`src/rtl/config_bitstream_tx_if.sv`:
```
// Handshake bundle between the configuration byte initiator and its
// word source, outgoing byte sink and return (acknowledge) byte source.
interface config_bitstream_tx_if;
  logic [31:0] word_data_i;
  logic        word_valid_i;
  logic        word_ready_o;
  logic [7:0]  byte_data_o;
  logic        byte_valid_o;
  logic        byte_ready_i;
  logic [7:0]  ack_data_i;
  logic        ack_valid_i;
  logic        ack_ready_o;

  // Initiator side: consumes words and return bytes, produces protocol bytes.
  modport master (
    input  word_data_i, word_valid_i, byte_ready_i, ack_data_i, ack_valid_i,
    output word_ready_o, byte_data_o, byte_valid_o, ack_ready_o
  );

  // Environment side: word source, byte sink and acknowledge source.
  modport slave (
    output word_data_i, word_valid_i, byte_ready_i, ack_data_i, ack_valid_i,
    input  word_ready_o, byte_data_o, byte_valid_o, ack_ready_o
  );
endinterface

```
`src/rtl/config_bitstream_tx.sv`:
```
// Fabric configuration byte-protocol initiator: emits the sync header,
// serialises 32-bit bitstream words MSB first, and after the desync word
// waits for the 4-byte DONE acknowledge with a cycle timeout.
module config_bitstream_tx #(
  parameter logic [7:0]  MODE_BYTE      = 8'h01,
  parameter logic [31:0] DESYNC_WORD    = 32'h0010_0000,
  parameter logic [31:0] ACK_WORD       = 32'hFAB0_FABF,
  parameter int unsigned TIMEOUT_CYCLES = 65535
) (
  input  logic                  clk_i,
  input  logic                  reset_n_i,
  input  logic                  start_i,
  config_bitstream_tx_if.master bus,
  output logic                  busy_o,
  output logic                  done_o,
  output logic                  error_o
);

  localparam int CNT_W = $clog2(TIMEOUT_CYCLES + 1);
  localparam logic [CNT_W-1:0] CNT_LAST = CNT_W'(TIMEOUT_CYCLES - 1);

  typedef enum logic [2:0] {
    S_IDLE, S_HEADER, S_WORD_WAIT, S_WORD_SEND, S_ACK_WAIT, S_DONE
  } state_t;

  state_t           r_state;
  state_t           w_next;
  logic [1:0]       r_bcnt;
  logic [31:0]      r_word;
  logic [31:0]      r_sr;
  logic [CNT_W-1:0] r_cnt;
  logic             r_error;

  logic        w_byte_valid;
  logic [7:0]  w_byte_data;
  logic        w_word_ready;
  logic        w_byte_hs;
  logic        w_word_hs;
  logic        w_last_byte;
  logic [31:0] w_sr_shift;
  logic        w_match;
  logic        w_timeout;
  logic        w_enter_ack;

  assign w_byte_hs   = w_byte_valid && bus.byte_ready_i;
  assign w_word_hs   = w_word_ready && bus.word_valid_i;
  assign w_last_byte = w_byte_hs && (r_bcnt == 2'd3);
  assign w_sr_shift  = {r_sr[23:0], bus.ack_data_i};
  // Match is judged on the value including the byte arriving this cycle.
  assign w_match     = (r_state == S_ACK_WAIT) && bus.ack_valid_i && (w_sr_shift == ACK_WORD);
  // A match in the same cycle as the last timeout cycle takes priority.
  assign w_timeout   = (r_state == S_ACK_WAIT) && !w_match && (r_cnt == CNT_LAST);
  assign w_enter_ack = (r_state != S_ACK_WAIT) && (w_next == S_ACK_WAIT);

  // State register; reset aborts any transfer immediately.
  always_ff @(posedge clk_i or negedge reset_n_i) begin
    if (!reset_n_i) r_state <= S_IDLE;
    else            r_state <= w_next;
  end

  // Next-state decode.
  always_comb begin
    w_next = r_state;
    case (r_state)
      S_IDLE:      if (start_i) w_next = S_HEADER;
      S_HEADER:    if (w_last_byte) w_next = S_WORD_WAIT;
      S_WORD_WAIT: if (w_word_hs) w_next = S_WORD_SEND;
      S_WORD_SEND: if (w_last_byte) w_next = (r_word == DESYNC_WORD) ? S_ACK_WAIT : S_WORD_WAIT;
      S_ACK_WAIT: begin
        if (w_match)        w_next = S_DONE;
        else if (w_timeout) w_next = S_IDLE;
      end
      S_DONE:      w_next = S_IDLE;
      default:     w_next = S_IDLE;
    endcase
  end

  // Outputs decoded from state and byte counter, so a presented byte is
  // held stable for as long as it is not accepted.
  always_comb begin
    w_byte_valid = 1'b0;
    w_byte_data  = 8'h00;
    w_word_ready = 1'b0;
    busy_o       = (r_state != S_IDLE);
    done_o       = (r_state == S_DONE);
    case (r_state)
      S_HEADER: begin
        w_byte_valid = 1'b1;
        case (r_bcnt)
          2'd0:    w_byte_data = 8'h00;
          2'd1:    w_byte_data = 8'hAA;
          2'd2:    w_byte_data = 8'hFF;
          default: w_byte_data = MODE_BYTE;
        endcase
      end
      S_WORD_WAIT: w_word_ready = 1'b1;
      S_WORD_SEND: begin
        w_byte_valid = 1'b1;
        case (r_bcnt)
          2'd0:    w_byte_data = r_word[31:24];
          2'd1:    w_byte_data = r_word[23:16];
          2'd2:    w_byte_data = r_word[15:8];
          default: w_byte_data = r_word[7:0];
        endcase
      end
      default: ;
    endcase
  end

  // Byte counter, acknowledge shift register, timeout counter and sticky error.
  always_ff @(posedge clk_i or negedge reset_n_i) begin
    if (!reset_n_i) begin
      r_bcnt  <= 2'd0;
      r_sr    <= 32'h0;
      r_cnt   <= '0;
      r_error <= 1'b0;
    end else begin
      if (r_state == S_IDLE) r_bcnt <= 2'd0;
      else if (w_byte_hs)    r_bcnt <= r_bcnt + 2'd1;

      if (w_enter_ack) begin
        r_sr  <= 32'h0;
        r_cnt <= '0;
      end else if (r_state == S_ACK_WAIT) begin
        if (bus.ack_valid_i) r_sr <= w_sr_shift;
        if (!w_match)        r_cnt <= r_cnt + 1'b1;
      end

      if ((r_state == S_IDLE) && start_i) r_error <= 1'b0;
      else if (w_timeout)                 r_error <= 1'b1;
    end
  end

  // Word latch; pure data, only loaded on a word handshake.
  always_ff @(posedge clk_i) begin
    if (w_word_hs) r_word <= bus.word_data_i;
  end

  assign bus.byte_valid_o = w_byte_valid;
  assign bus.byte_data_o  = w_byte_data;
  assign bus.word_ready_o = w_word_ready;
  assign bus.ack_ready_o  = 1'b1;
  assign error_o          = r_error;

endmodule

```
`src/flat_wrapper.sv`:
```
// flat-port wrapper written by rule: the top's interface ports become plain ports
module config_bitstream_tx_flat 
#(
  parameter logic [7:0]  MODE_BYTE      = 8'h01,
  parameter logic [31:0] DESYNC_WORD    = 32'h0010_0000,
  parameter logic [31:0] ACK_WORD       = 32'hFAB0_FABF,
  parameter int unsigned TIMEOUT_CYCLES = 65535
)
  (clk_i, reset_n_i, start_i, busy_o, done_o, error_o, bus_word_data_i, bus_word_valid_i, bus_byte_ready_i, bus_ack_data_i, bus_ack_valid_i, bus_word_ready_o, bus_byte_data_o, bus_byte_valid_o, bus_ack_ready_o);
  config_bitstream_tx_if bus_i ();
  input  logic clk_i;
  input  logic reset_n_i;
  input  logic start_i;
  output logic busy_o;
  output logic done_o;
  output logic error_o;
  input wire logic [$bits(bus_i.word_data_i)-1:0] bus_word_data_i;
  input wire logic [$bits(bus_i.word_valid_i)-1:0] bus_word_valid_i;
  input wire logic [$bits(bus_i.byte_ready_i)-1:0] bus_byte_ready_i;
  input wire logic [$bits(bus_i.ack_data_i)-1:0] bus_ack_data_i;
  input wire logic [$bits(bus_i.ack_valid_i)-1:0] bus_ack_valid_i;
  output wire logic [$bits(bus_i.word_ready_o)-1:0] bus_word_ready_o;
  output wire logic [$bits(bus_i.byte_data_o)-1:0] bus_byte_data_o;
  output wire logic [$bits(bus_i.byte_valid_o)-1:0] bus_byte_valid_o;
  output wire logic [$bits(bus_i.ack_ready_o)-1:0] bus_ack_ready_o;
  assign bus_i.word_data_i = bus_word_data_i;
  assign bus_i.word_valid_i = bus_word_valid_i;
  assign bus_i.byte_ready_i = bus_byte_ready_i;
  assign bus_i.ack_data_i = bus_ack_data_i;
  assign bus_i.ack_valid_i = bus_ack_valid_i;
  assign bus_word_ready_o = bus_i.word_ready_o;
  assign bus_byte_data_o = bus_i.byte_data_o;
  assign bus_byte_valid_o = bus_i.byte_valid_o;
  assign bus_ack_ready_o = bus_i.ack_ready_o;
  config_bitstream_tx #(.MODE_BYTE(MODE_BYTE), .DESYNC_WORD(DESYNC_WORD), .ACK_WORD(ACK_WORD), .TIMEOUT_CYCLES(TIMEOUT_CYCLES)) u_core (.clk_i(clk_i), .reset_n_i(reset_n_i), .start_i(start_i), .bus(bus_i), .busy_o(busy_o), .done_o(done_o), .error_o(error_o));
endmodule
```
`config.mk`:
```
export PLATFORM = sky130hd
export DESIGN_NAME = config_bitstream_tx_flat
export DESIGN_NICKNAME = d
export VERILOG_FILES = /design/src/rtl/config_bitstream_tx_if.sv /design/src/rtl/config_bitstream_tx.sv /design/src/flat_wrapper.sv
export SDC_FILE = /design/constraint.sdc
export NUM_CORES = 1
export LEC_CHECK = 0
export ABC_AREA = 1
export BUFFER_PORTS_ARGS = -buffer_cell sky130_fd_sc_hd__buf_2
export CAP_MARGIN = 10
export CORE_MARGIN = 2
export CORE_UTILIZATION = 60
export CTS_CLUSTER_DIAMETER = 60
export DETAILED_ROUTE_END_ITERATION = 7
export GPL_TIMING_DRIVEN = 0
export PLACE_DENSITY = 0.94
export SLEW_MARGIN = 20
export SYNTH_ARGS = -nofsm -noshare
export SYNTH_HDL_FRONTEND = slang
export SYNTH_SLANG_ARGS = --single-unit
```
`constraint.sdc`:
```
create_clock -name clk_i -period 3.4 [get_ports clk_i]
set_clock_uncertainty 0.2 [all_clocks]
set_input_delay 0.68 -clock clk_i [delete_from_list [all_inputs] [get_ports clk_i]]
set_output_delay 0.68 -clock clk_i [all_outputs]
set_load 0.02 [all_outputs]
```
* Word level (Yosys, flattened, before mapping) *
Cells that the tools add are included.

word-level totals
  bits in registers = 78
  latch bits = 0
  RAM bits = 0
  ROM bits = 0
  output and inout bits = 14
  memories kept = 0

operators by class
  add/sub/neg operators = 2
  multipliers = 0
  div/mod/pow operators = 0
  $lt $le $gt $ge = 0
  equal/unequal tests = 14
  shift operators = 0
  muxes and demuxes = 23
  bitwise gates (word level) = 0
  reductions and logical operators = 20

operators with widths
  operator                                                           number
  24-bit two-way mux                                                 3
  16-bit two-way mux                                                 3
  8-bit one-hot mux with 3 select lines                              2
  32-bit by 21-bit == test with 1-bit output, second input constant  1
  32-bit == test, second input constant                              1
  3-bit two-way mux                                                  7
  16-bit by 1-bit adder with 16-bit output, second input constant    1
  16-bit == test, second input constant                              1
  8-bit one-hot mux with 2 select lines                              1
  3-bit one-hot mux with 5 select lines                              1
  3-bit == test, second input constant                               3
  1-bit logical AND                                                  9
  2-bit nonzero test                                                 4
  3-bit by 2-bit == test with 1-bit output, second input constant    2
  2-bit == test, second input constant                               2
  1-bit two-way mux                                                  4
  2-bit two-way mux                                                  2
  2-bit AND reduction                                                2
  3-bit by 1-bit == test with 1-bit output, second input constant    1
  3-bit logical NOT                                                  1
  3-bit != test, second input constant                               1
  3-bit nonzero test                                                 1
  2-bit by 1-bit adder with 2-bit output, second input constant      1
  2-bit by 1-bit == test with 1-bit output, second input constant    1
  other kinds (4)                                                    4

* Logic depth before layout (Yosys ltp) *
Gate-level depths: netlist (run 1).

  depth in word-level cells = 13
  depth in mapped cells = 11
  gate-level depth less buffers = 10

* Worst setup path before layout (run 1) *
No wires, ideal clock.

  path type = flip-flop to flip-flop
  from = register u_core.r_state[1]
  to = register u_core.r_word[0] (enable)
  library setup time = 0.387 ns
  data arrival time = 1.930 ns
  data required time = 2.813 ns
  setup slack = 0.884 ns
  stages on the path, launching flop included = 5
  clock period less this slack = 2.516 ns
  cell sequence = dfrtp_1 > inv_1 > nor3_1 > nand2_1 > inv_1

on the way
  longest elaborated chain between the ends = 3

ends and longest elaborated chain
  element                                   RTL line                    RTL
  start: declaration                        config_bitstream_tx.sv:26   state_t r_state;
  start signal: assignment                  config_bitstream_tx.sv:58   else r_state <= w_next;
  3-bit by 2-bit == test with 1-bit output  config_bitstream_tx.sv:86   case (r_state)
  1-bit two-way mux                         config_bitstream_tx.sv:86
  net bus_word_ready_o                      flat_wrapper.sv:22          output wire logic [$bits(bus_i.word_ready_o)-1:0] bus_word_ready_o;
  1-bit logical AND                         config_bitstream_tx.sv:46   assign w_word_hs = w_word_ready && bus.word_valid_i;
  net u_core.w_word_hs                      config_bitstream_tx.sv:38   logic w_word_hs;
  end signal: assignment                    config_bitstream_tx.sv:136  if (w_word_hs) r_word <= bus.word_data_i;
  end: declaration                          config_bitstream_tx.sv:29   logic [31:0] r_word;

The timed path passes the listed nets, and every way through them passes these cells.
A chain may end at the register's enable or synchronous reset.

* Worst setup path in the final report (run 1) *
  from = register u_core.r_bcnt[0]
  to = output port bus_byte_data_o[7]

on the way
  longest elaborated chain between the ends = 3
  elaborated cells between the ends (all ways) = 6

ends and longest elaborated chain
  element                                                          RTL line                                              RTL
  start: declaration                                               config_bitstream_tx.sv:28                             logic [1:0] r_bcnt;
  start signal: assignment                                         config_bitstream_tx.sv:119                            else if (w_byte_hs) r_bcnt <= r_bcnt + 2'd1;
  2-bit == test (tied with other cells)                            config_bitstream_tx.sv:89, config_bitstream_tx.sv:99
  8-bit one-hot mux with 3 select lines, on equally long branches  config_bitstream_tx.sv:99, config_bitstream_tx.sv:89
  8-bit one-hot mux with 2 select lines *                          config_bitstream_tx.sv:86
  end: declaration                                                 flat_wrapper.sv:23                                    output wire logic [$bits(bus_i.byte_data_o)-1:0] bus_byte_data_o;

Every way passes the cells marked *; elsewhere a longest branch is shown, timed or not.

==> results of run 1 <==
[cells by family after synthesis]
family | Yosys count | synth area share, %
flip-flops | 78 | 48.4
multiplexers | 11 | 3.09
AND/OR/NAND/NOR | 266 | 29.2
AO/OA/AOI/OAI | 42 | 5.47
other | 1 | 0.0859
buffers and inverters | 95 | 9.80
XOR/XNOR | 10 | 2.01
adder cells (fa/ha/maj) | 7 | 2.01
[layout make-up]
cell class / instances / share of cell area (%)
flip-flops and latches: 78 / 42.6
multi-input cells: 337 / 36.8
repair buffers: 58 / 5.90
inverters: 78 / 5.90
clock buffers: 11 / 2.85
plain buffers: 17 / 2.73
well taps: 99 / 2.50
clock inverters: 5 / 0.681
[metrics by stage]
stage,instances,power (W),cell area (um^2)
after floorplan,510,0.00152,4370
after global placement,667,0.00170,4780
after detailed placement,667,0.00173,4780
after CTS,683,0.00235,4960
after global routing,683,0.00247,4960
final,683,0.00234,4960
[state kept, by name (all words and copies together), names as in the netlist]
name / flops
u_core.error_o: 1
u_core.r_bcnt: 2
u_core.r_cnt: 16
u_core.r_sr: 24
u_core.r_state: 3
u_core.r_word: 32
[worst min-delay path by stage]
stage | startpoint | slack, ns | endpoint
after floorplan | reset_n_i | 0.18 | u_core.error_o
after global placement | u_core.error_o | 0.30 | u_core.error_o
after detailed placement | u_core.error_o | 0.32 | u_core.error_o
after CTS | bus_word_data_i[18] | 0.29 | u_core.r_word[18]
after global routing | reset_n_i | 0.14 | u_core.r_sr[2]
final | reset_n_i | 0.11 | u_core.r_sr[3]
[cell usage after synthesis (all sizes together)]
| cell type | instances | share of area, % |
|---|---|---|
| conb | 1 | 0.086 |
| o21a | 4 | 0.69 |
| nor2 | 53 | 5.5 |
| o21bai | 1 | 0.17 |
| nor3 | 5 | 0.57 |
| nand3 | 50 | 8.5 |
| a31oi | 7 | 1.0 |
| o211ai | 3 | 0.52 |
| mux2 | 11 | 3.1 |
| xor2 | 8 | 1.6 |
| a21oi | 8 | 0.92 |
| dfrtp | 46 | 26 |
| o21ai | 19 | 2.2 |
| nand4 | 6 | 0.86 |
| ha | 7 | 2.0 |
| buf | 13 | 2.8 |
| edfxtp | 32 | 22 |
| nand2 | 152 | 14 |
| clkbuf | 4 | 0.34 |
| inv | 78 | 6.7 |
| xnor2 | 2 | 0.40 |
[power groups by stage]
| stage | Clock [W] | Combinational (W) | Sequential [W] |
|---|---|---|---|
| after CTS | 0.000636 | 0.000624 | 0.00109 |
| after global placement | 0 | 0.000594 | 0.00110 |
| after floorplan | 0 | 0.000425 | 0.00110 |
| final | 0.000628 | 0.000621 | 0.00109 |
| after detailed placement | 0 | 0.000619 | 0.00111 |
| after global routing | 0.000692 | 0.000680 | 0.00109 |
[metal layers]
metal	routed length, um	vias to the layer above	GRT usage (%)
li1	-	1755	-
met1	3880	1686	32.1
met2	4510	144	42.4
met3	649	20	5.82
met4	178	0	10.2
met5	0	-	0
==> results.sh, run 1 <==
export IMPL_run_status="completed"
export IMPL_clock_tree_buffer_depth=2
export IMPL_part_of_the_power_in_the_clock_network_pct=26.8
export IMPL_crit_path_max_fo=9
export IMPL_power_internal_w=0.00153
export IMPL_timing_critical_path_depth=8
export IMPL_fp_dieArea_um2=7980
export IMPL_grt_overflow_total=0
export IMPL_timing_worst_setup_path_type="flop to primary output"
export IMPL_cp_required_ns=2.52
export IMPL_maxClockFrequency_ghz=0.337
export IMPL_synth_nets=563
export IMPL_r2r_setup_slack_ns=1.04
export IMPL_crit_family="buffers and inverters"
export IMPL_worst_r2r_startpoint="u_core.r_state[1]"
export IMPL_finalWeightedCongestion=0.921
export IMPL_netlist_area_before_placement_um2=4370
export IMPL_critPathArrivalTime_ns=2.08
export IMPL_finalMaxSlewViolations=0
export IMPL_routed_via_count=3605
export IMPL_layout_area_seq_um2=2110
export IMPL_most_common_cell_after_layout_fill_and_taps_aside="sky130_fd_sc_hd__nand2_1"
export IMPL_cts_setup_buffers=0
export IMPL_max_stage_delay_ns=0.42
export IMPL_hpwlAfterDp_um=6810
export IMPL_timing_critical_path_to="bus_byte_data_o[7]"
export IMPL_final_nets=632
export IMPL_netlist_cell_type_count=31
export IMPL_pin_count_of_the_biggest_net_entering_global_routing=47
export IMPL_cts_root_buffer="sky130_fd_sc_hd__clkbuf_8"
export IMPL_dr_first_iter_drc_count=299
export IMPL_floorplan_initialDensity_pct=61.2
export IMPL_track_usage_pct=25.4
export IMPL_minimum_clock_period_after_layout_ns=2.96
export IMPL_finalWirelength_um=9220
export IMPL_power_combinational_fraction_pct=26.6
export IMPL_tritoncts_num_buffers=9
export IMPL_numClockSinks=78
export IMPL_timing_final_hold_violations=0
export IMPL_count_of_antenna_violating_nets_left_after_detailed_routing=0
export IMPL_cpMaxStageDelayCell="sky130_fd_sc_hd__dfrtp_1"
export IMPL_rr_endpoint="u_core.r_word[4]"
export IMPL_cp_start_kind="flop"
export IMPL_synthesis_instances=510
export IMPL_area_delta_synth_final_pct=13.6
export IMPL_quantity_of_gates_resized_following_cts=0
export IMPL_fin_tns_setup_ns=0
export IMPL_die_height_um=89.3
export IMPL_dp_slack_ns=0.774
export IMPL_insertedDiodeCount=0
export IMPL_timing_worst_slew_pin_value_ns=0.681
export IMPL_critical_path_endpoint_type="primary output"
export IMPL_report_final_setup_viol=0
export IMPL_max_cap_violations=0
export IMPL_p_sw_w=0.000812
export IMPL_critical_path_most_common_cell="sky130_fd_sc_hd__nand2_1"
export IMPL_path_cells="inv_1 -> ha_1 -> clkbuf_1 -> nand2_1 -> a31oi_1 -> o21ai_0 -> nand2_1 -> buf_2"
export IMPL_pwr_density_cell_nw_per_um2=472
export IMPL_route_detailed_vias_per_inst=5.28
export IMPL_synth_warnings=0
export IMPL_setup_repair_after_global_routing_missed_its_margin="false"
export IMPL_multi_input_area_um2=1830
export IMPL_first_pass_grt_wire_length_um=15400
export IMPL_final_layout_size_suffix_gt1_share_pct=21.7
export IMPL_coreArea_um2=7140
export IMPL_finalCoreUtilization_pct=69.5
export IMPL_peakVddDrop_uv=330
export IMPL_std_cell_rows=31
export IMPL_drt_pass1_iterations=5
export IMPL_timing_max_slew_rel_slack_pct=54.2
export IMPL_layout_common_cells="148 x sky130_fd_sc_hd__nand2_1, 74 x sky130_fd_sc_hd__inv_1, 57 x sky130_fd_sc_hd__buf_2"
export IMPL_post_synth_cell_area_avg_um2=8.56
export IMPL_numPortBuffers=58
export IMPL_final_min_period_over_clock_period_pct=87.2
export IMPL_synth_seq_cells=78
export IMPL_drcViolationCount=0
export IMPL_worst_path_buf_inv=3
export IMPL_hold_path_class="input pin to asynchronous set/reset pin"
export IMPL_clk_latency_ns=0.36
export IMPL_power_leakage_nw=2.51
export IMPL_critical_path_startpoint="u_core.r_bcnt[0]"
export IMPL_timing_final_ws_setup_ns=0.436
export IMPL_die_width_um=89.3
export IMPL_antenna_found_initial=0
export IMPL_nFillCells=563
export IMPL_synth_yosys_seq_area_share_pct=48.4
export IMPL_share_seq_of_total_power_pct=46.6
export IMPL_worstRegToRegCells=4
export IMPL_cts_max_level=3
export IMPL_cts_tree="done"
export IMPL_ports=60
export IMPL_power_switching_share_pct=34.7
export IMPL_cts_hold_repair_buffers=0
export IMPL_vias_in_the_first_global_route=3545
export IMPL_wire_per_inst_um=13.5
export IMPL_clk_pin_slew_ns=0.09
export IMPL_holdWs_ns=0.107
No activity file was read; power rests on OpenSTA's default activity.
==> inputs of run 2 (changes only) <==
--- a/config.mk
+++ b/config.mk
@@ -5,7 +5,6 @@
 export SDC_FILE = /design/constraint.sdc
 export NUM_CORES = 1
 export LEC_CHECK = 0
-export ABC_AREA = 1
 export BUFFER_PORTS_ARGS = -buffer_cell sky130_fd_sc_hd__buf_2
 export CAP_MARGIN = 10
 export CORE_MARGIN = 2
@@ -13,7 +12,7 @@
 export CTS_CLUSTER_DIAMETER = 60
 export DETAILED_ROUTE_END_ITERATION = 7
 export GPL_TIMING_DRIVEN = 0
-export PLACE_DENSITY = 0.94
+export PLACE_DENSITY = 0.95
 export SLEW_MARGIN = 20
 export SYNTH_ARGS = -nofsm -noshare
 export SYNTH_HDL_FRONTEND = slang
==> run 2 against run 1 <==
  * Cell count down 28%
  * Clock power up 24%
  * Global-route usage up 2.5 points
  * Largest cell class unchanged
  * Critical endpoint is now bus_byte_data_o[3]
  * Largest power group unchanged
==> results.sh, run 2 <==
export IMPL_run_status="completed"
export IMPL_placed_area_um2=4000
export IMPL_numPortBuffers=58
export IMPL_coreArea_um2=5890
export IMPL_maxClockFrequency_ghz=0.303
export IMPL_routed_via_count=3080
export IMPL_clock_tree_buffer_depth=2
export IMPL_pin_count_of_the_biggest_net_entering_global_routing=47
export IMPL_path_cells="inv_1 -> ha_1 -> clkbuf_1 -> a222oi_1 -> o21ai_0 -> nand2_1 -> a21oi_1 -> buf_2"
export IMPL_route_detailed_vias_per_inst=6.29
export IMPL_track_usage_pct=27.8
export IMPL_synth_area_top_cells="sky130_fd_sc_hd__dfrtp_1 32%, sky130_fd_sc_hd__edfxtp_1 27%, sky130_fd_sc_hd__nand2_1 8.2%, sky130_fd_sc_hd__a21oi_1 5.4%, sky130_fd_sc_hd__ha_1 2.4%"
export IMPL_area_delta_synth_final_pct=16.8
export IMPL_layout_common_cells="79 x sky130_fd_sc_hd__nand2_1, 60 x sky130_fd_sc_hd__buf_2, 46 x sky130_fd_sc_hd__dfrtp_1"
export IMPL_post_synth_cell_area_avg_um2=10.6
export IMPL_critical_path_endpoint_type="primary output"
export IMPL_drcViolationCount=0
export IMPL_cp_start_kind="flop"
export IMPL_drt_pass1_iterations=8
export IMPL_most_common_cell_after_layout_fill_and_taps_aside="sky130_fd_sc_hd__nand2_1"
export IMPL_max_cap_violations=0
export IMPL_minimum_clock_period_after_layout_ns=3.30
export IMPL_vias_in_the_first_global_route=2940
export IMPL_numClockSinks=78
export IMPL_timing_worst_setup_path_type="flop to primary output"
export IMPL_synth_common_cells="79 x sky130_fd_sc_hd__nand2_1, 46 x sky130_fd_sc_hd__dfrtp_1, 39 x sky130_fd_sc_hd__a21oi_1, 32 x sky130_fd_sc_hd__edfxtp_1, 12 x sky130_fd_sc_hd__clkbuf_1"
export IMPL_cts_hold_repair_buffers=0
export IMPL_synth_warnings=0
export IMPL_timing_final_hold_violations=0
export IMPL_yosysTopAreaCellShare_pct=31.8
export IMPL_final_layout_size_suffix_gt1_share_pct=20.2
export IMPL_peakVddDrop_uv=411
export IMPL_quantity_of_gates_resized_following_cts=0
export IMPL_power_leakage_nw=1.73
export IMPL_clk_pin_slew_ns=0.08
export IMPL_tritoncts_num_buffers=9
export IMPL_yosysMostFrequentCell="sky130_fd_sc_hd__nand2_1"
export IMPL_synthesis_instances=341
export IMPL_final_cell_area_um2=4230
export IMPL_floorplan_initialDensity_pct=61.5
export IMPL_pwr_density_cell_nw_per_um2=595
export IMPL_hpwlAfterDp_um=5910
export IMPL_hold_path_class="input pin to asynchronous set/reset pin"
export IMPL_cpMaxStageDelayCell="sky130_fd_sc_hd__dfrtp_1"
export IMPL_synth_largest_area_cell="sky130_fd_sc_hd__dfrtp_1"
export IMPL_report_final_setup_viol=0
export IMPL_critPathArrivalTime_ns=2.42
export IMPL_count_of_antenna_violating_nets_left_after_detailed_routing=0
export IMPL_cts_tree="done"
export IMPL_cts_setup_buffers=0
export IMPL_grt_overflow_total=0
export IMPL_fp_dieArea_um2=6670
export IMPL_die_width_um=81.7
export IMPL_timing_worst_slew_pin_value_ns=0.744
export IMPL_fin_tns_setup_ns=0
export IMPL_registers_top_by_ff_count="u_core.r_word"
export IMPL_postSynth_asyncResetShare_pct=59.0
export IMPL_netlist_area_before_placement_um2=3620
export IMPL_synth_edf_count=32
export IMPL_first_pass_grt_wire_length_um=13700
export IMPL_largest_reg_flops=32
export IMPL_dr_first_iter_drc_count=496
export IMPL_synth_nets=394
export IMPL_finalMaxSlewViolations=0
export IMPL_layout_top_registers="u_core.r_word x32, u_core.r_sr x24, u_core.r_cnt x16"
export IMPL_setup_repair_after_global_routing_missed_its_margin="false"
export IMPL_cts_max_level=3
export IMPL_critical_path_startpoint="u_core.r_bcnt[0]"
export IMPL_synth_seq_cells=78
export IMPL_final_nets=463
export IMPL_finalWirelength_um=8650
export IMPL_max_stage_delay_ns=0.44
export IMPL_ports=60
export IMPL_synth_yosys_seq_area_share_pct=58.4
export IMPL_finalCoreUtilization_pct=71.8
export IMPL_timing_max_slew_rel_slack_pct=50.2
export IMPL_antenna_found_initial=0
export IMPL_finalWeightedCongestion=0.921
export IMPL_clk_latency_ns=0.36
export IMPL_wire_per_inst_um=17.7
export IMPL_cts_root_buffer="sky130_fd_sc_hd__clkbuf_8"
export IMPL_insertedDiodeCount=0
export IMPL_final_min_period_over_clock_period_pct=97.0
export IMPL_worst_r2r_startpoint="u_core.r_state[1]"
export IMPL_dominantRegCellSynth="sky130_fd_sc_hd__dfrtp_1"
export IMPL_netlist_cell_type_count=48
export IMPL_crit_path_max_fo=10
export IMPL_die_height_um=81.7
export IMPL_cp_required_ns=2.52
export IMPL_std_cell_rows=28
-- run 2: changes by cell type after synthesis, moves of 6 or more --
cell and delta:
sky130_fd_sc_hd__buf_6 -6, sky130_fd_sc_hd__a21oi_1 +31, sky130_fd_sc_hd__a222oi_1 +8, sky130_fd_sc_hd__nand3_2 -14
sky130_fd_sc_hd__xor2_1 -8, sky130_fd_sc_hd__nand3_1 -26, sky130_fd_sc_hd__inv_1 -65, sky130_fd_sc_hd__clkbuf_1 +8
sky130_fd_sc_hd__nor4_1 +6, sky130_fd_sc_hd__o21ai_0 -12, sky130_fd_sc_hd__mux2_2 -8, sky130_fd_sc_hd__nand2_1 -69
sky130_fd_sc_hd__nor2_1 -40
-- run 2: critical path, delay by kind of cell (launching register included) --
family	cells	cell delay (ns)
AOI/OAI and AO/OA	3	0.63
adders and majority gates	1	0.16
buffers and inverters	3	0.73
DFF	1	0.44
and+or+nand+nor	1	0.09
-- run 2: kinds of logic after synthesis --
logic type	Yosys count	synth area share, %
AND/OR/NAND/NOR	142	20.3
XOR/XNOR	3	0.726
other	1	0.104
buffers and inverters	29	3.73
adder cells (fa/ha/maj)	7	2.42
multiplexers	2	0.553
flip-flops	78	58.4
AO/OA/AOI/OAI	79	13.8
-- run 2: routing by layer --
metal | global-route usage, % | part of all wire, % | vias up
li1 | - | - | 1391
met1 | 35.4 | 40 | 1477
met2 | 45.0 | 49 | 180
met3 | 6.92 | 8.3 | 32
met4 | 13.3 | 2.8 | 0
met5 | 0 | 0 | -
-- run 2: area by class of cell --
class                   instances  area (um^2)
inverters                      10         37.5
plain buffers                  19         97.6
clock buffers                  10          138
repair buffers                 58          293
well taps                      75         93.8
fillers                       403         1660
clock inverters                 6         83.8
multi-input cells             234         1370
flip-flops and latches         78         2110
-- run 2: report_power, final --
group,internal [W],switching [W],leakage [nW],total (W)
Sequential,0.00104,0.0000421,0.856,0.00108
Clock,0.000431,0.000348,0.108,0.000778
Combinational,0.000220,0.000434,0.769,0.000654
-- run 2: worst paths after layout --
path	end	slack [ns]	depth (start not counted)
worst max-delay path	bus_byte_data_o[3]	0.10	8
worst min-delay path	u_core.r_sr[12]	0.12	1
worst max register to register	u_core.r_cnt[12]	0.83	6
worst min register to register	u_core.r_cnt[5]	0.32	1
max in group asynchronous	u_core.r_sr[15]	2.49	1
min in group clk_i	u_core.r_word[30]	0.28	1
-- run 2: metrics by stage --
step / instances / hold slack, ns / setup slack (ns) / total power [W]
4_1_cts: 490 / 0.278 / 0.142 / 0.00250
2_1_floorplan: 341 / 0.184 / 0.781 / 0.00151
3_3_place_gp: 474 / 0.275 / 0.691 / 0.00170
3_5_place_dp: 474 / 0.292 / 0.633 / 0.00173
6_report: 490 / 0.118 / 0.102 / 0.00251
5_1_grt: 490 / 0.157 / 0.00592 / 0.00260
==> inputs of run 3 (changes only) <==
--- a/config.mk
+++ b/config.mk
@@ -8,11 +8,11 @@
 export BUFFER_PORTS_ARGS = -buffer_cell sky130_fd_sc_hd__buf_2
 export CAP_MARGIN = 10
 export CORE_MARGIN = 2
-export CORE_UTILIZATION = 60
+export CORE_UTILIZATION = 55
 export CTS_CLUSTER_DIAMETER = 60
 export DETAILED_ROUTE_END_ITERATION = 7
 export GPL_TIMING_DRIVEN = 0
-export PLACE_DENSITY = 0.95
+export PLACE_DENSITY = 0.89
 export SLEW_MARGIN = 20
 export SYNTH_ARGS = -nofsm -noshare
 export SYNTH_HDL_FRONTEND = slang
==> run 3 against run 2 <==
  * Final area increased by 0.89%
  * Utilization is 4.7 points lower
  * Critical path depth unchanged
  * Total power rose by 5.0%
  * Sequential power barely moved
  * Highest routed layer unchanged
  * Clock power up 16%
  * Register-to-register slack lost 0.04 ns
  * Global-route usage is 2.7 points lower
  * First-iteration DRC count is 18% lower
==> results.sh, run 3 (synthesis gave the netlist of run 2 again) <==
export IMPL_run_status="completed"
export IMPL_timing_max_slew_rel_slack_pct=48.6
export IMPL_cp_required_ns=2.52
export IMPL_worstRegToRegCells=6
export IMPL_final_min_period_over_clock_period_pct=93.7
export IMPL_vias_in_the_first_global_route=2966
export IMPL_track_usage_pct=25.1
export IMPL_pin_count_of_the_biggest_net_entering_global_routing=47
export IMPL_hpwlAfterDp_um=5840
export IMPL_largest_reg_flops=32
export IMPL_area_delta_synth_final_pct=17.9
export IMPL_pwr_density_cell_nw_per_um2=619
export IMPL_timing_final_ws_setup_ns=0.213
export IMPL_cts_hold_repair_buffers=0
export IMPL_routed_via_count=3060
export IMPL_finalCoreUtilization_pct=67.2
export IMPL_wire_per_inst_um=17.3
export IMPL_report_final_setup_viol=0
export IMPL_finalWeightedCongestion=0.886
export IMPL_peakVddDrop_uv=396
export IMPL_ports=60
export IMPL_insertedDiodeCount=0
export IMPL_floorplan_initialDensity_pct=57.0
export IMPL_registers_top_by_ff_count="u_core.r_word"
export IMPL_dp_cells=476
export IMPL_cts_root_buffer="sky130_fd_sc_hd__clkbuf_8"
export IMPL_finalWirelength_um=8480
export IMPL_route_detailed_vias_per_inst=6.23
export IMPL_timing_final_hold_violations=0
export IMPL_numPortBuffers=58
export IMPL_minimum_clock_period_after_layout_ns=3.19
export IMPL_drcViolationCount=0
export IMPL_clock_tree_buffer_depth=2
export IMPL_drt_pass1_iterations=8
export IMPL_cpMaxStageDelayCell="sky130_fd_sc_hd__dfrtp_1"
export IMPL_timing_worst_slew_pin_value_ns=0.771
export IMPL_max_cap_violations=0
export IMPL_final_cell_area_um2=4270
export IMPL_hold_path_class="input pin to asynchronous set/reset pin"
export IMPL_timing_worst_setup_path_type="flop to primary output"
export IMPL_most_common_cell_after_layout_fill_and_taps_aside="sky130_fd_sc_hd__nand2_1"
export IMPL_fp_dieArea_um2=7240
export IMPL_fin_tns_setup_ns=0
export IMPL_dr_first_iter_drc_count=405
export IMPL_cp_start_kind="flop"
export IMPL_layout_top_registers="u_core.r_word x32, u_core.r_sr x24, u_core.r_cnt x16"
export IMPL_setup_repair_after_global_routing_missed_its_margin="false"
export IMPL_die_width_um=85.1
export IMPL_grt_overflow_total=0
export IMPL_crit_family="buffers and inverters"
export IMPL_antenna_found_initial=0
export IMPL_die_height_um=85.1
export IMPL_clk_latency_ns=0.35
export IMPL_coreArea_um2=6350
export IMPL_power_leakage_nw=1.75
export IMPL_crit_path_max_fo=8
export IMPL_critical_path_endpoint_type="primary output"
export IMPL_maxClockFrequency_ghz=0.314
export IMPL_count_of_antenna_violating_nets_left_after_detailed_routing=0
export IMPL_critPathArrivalTime_ns=2.31
export IMPL_final_layout_size_suffix_gt1_share_pct=20.3
export IMPL_post_layout_nonfiller_instances=491
export IMPL_placed_area_um2=4010
export IMPL_numClockSinks=78
export IMPL_cts_max_level=3
export IMPL_final_nets=462
export IMPL_nFillCells=446
export IMPL_clk_pin_slew_ns=0.09
export IMPL_max_stage_delay_ns=0.45
export IMPL_cts_tree="done"
export IMPL_r2r_setup_slack_ns=0.79
export IMPL_tritoncts_num_buffers=9
export IMPL_path_cells="inv_1 -> ha_1 -> clkbuf_1 -> a222oi_1 -> o21ai_0 -> nand2_1 -> a21oi_1 -> buf_2"
export IMPL_finalMaxSlewViolations=0
export IMPL_first_pass_grt_wire_length_um=14300
export IMPL_worst_r2r_startpoint="u_core.r_state[1]"
export IMPL_worst_path_buf_inv=3
export IMPL_dp_slack_ns=0.586
export IMPL_std_cell_rows=29
export IMPL_layout_common_cells="79 x sky130_fd_sc_hd__nand2_1, 60 x sky130_fd_sc_hd__buf_2, 46 x sky130_fd_sc_hd__dfrtp_1"
export IMPL_rr_endpoint="u_core.r_cnt[12]"
[run 3: changes by cell type in the layout (fill, tap and decap cells not counted)]
cell | before | now
sky130_fd_sc_hd__clkbuf_8 | 10 | 9
sky130_fd_sc_hd__clkinv_1 | 2 | 1
sky130_fd_sc_hd__bufinv_16 | 2 | 4
sky130_fd_sc_hd__clkinvlp_4 | 1 | 0
[run 3: final cells by class]
class,count,area (um^2),area share [%]
Tap cell,77,96.3,2.26
Inverter,10,37.5,0.880
Timing Repair Buffer,58,293,6.86
Multi-Input combinational cell,234,1370,32.2
Sequential cell,78,2110,49.5
Buffer,18,93.8,2.20
Clock inverter,6,133,3.11
Clock buffer,10,128,2.99
[run 3: stage by stage]
| step | total power (W) | hold WS [ns] |
|---|---|---|
| 2_1_floorplan | 0.00151 | 0.184 |
| 3_3_place_gp | 0.00171 | 0.285 |
| 3_5_place_dp | 0.00173 | 0.291 |
| 4_1_cts | 0.00263 | 0.290 |
| 5_1_grt | 0.00274 | 0.174 |
| 6_report | 0.00264 | 0.121 |
[run 3: per-layer routing]
metal | GRT usage (%) | part of all wire (%)
met5 | 0 | 0
met4 | 10.4 | 2.5
met3 | 4.09 | 8.0
met2 | 41.2 | 50
met1 | 33.5 | 39
[run 3: how the worst max path moves through the flow]
stage / start / endpoint / slack, ns / cells after the start
floorplan: u_core.r_state[1] / u_core.r_word[0] / 0.78 / 3
global placement: u_core.r_bcnt[0] / bus_byte_data_o[2] / 0.67 / 8
detailed placement: u_core.r_bcnt[0] / bus_byte_data_o[2] / 0.59 / 8
CTS: u_core.r_bcnt[0] / bus_byte_data_o[2] / 0.16 / 8
global route: u_core.r_bcnt[0] / bus_byte_data_o[1] / 0.07 / 8
finish: u_core.r_bcnt[1] / bus_byte_data_o[3] / 0.21 / 8
[run 3: timing repair]
| item | CTS | global route |
|---|---|---|
| hold endpoints to repair | 0 | 0 |
| buffers inserted | 0 | 0 |
| setup endpoints to repair | 0 | 1 |
| gates resized for setup | 0 | 0 |
[run 3: power by group]
| group | leakage, nW | switching (W) | internal (W) |
|---|---|---|---|
| Combinational | 0.768 | 0.000434 | 0.000221 |
| Clock | 0.129 | 0.000340 | 0.000562 |
| Sequential | 0.856 | 0.0000427 | 0.00104 |
| Total | 1.75 | 0.000817 | 0.00182 |
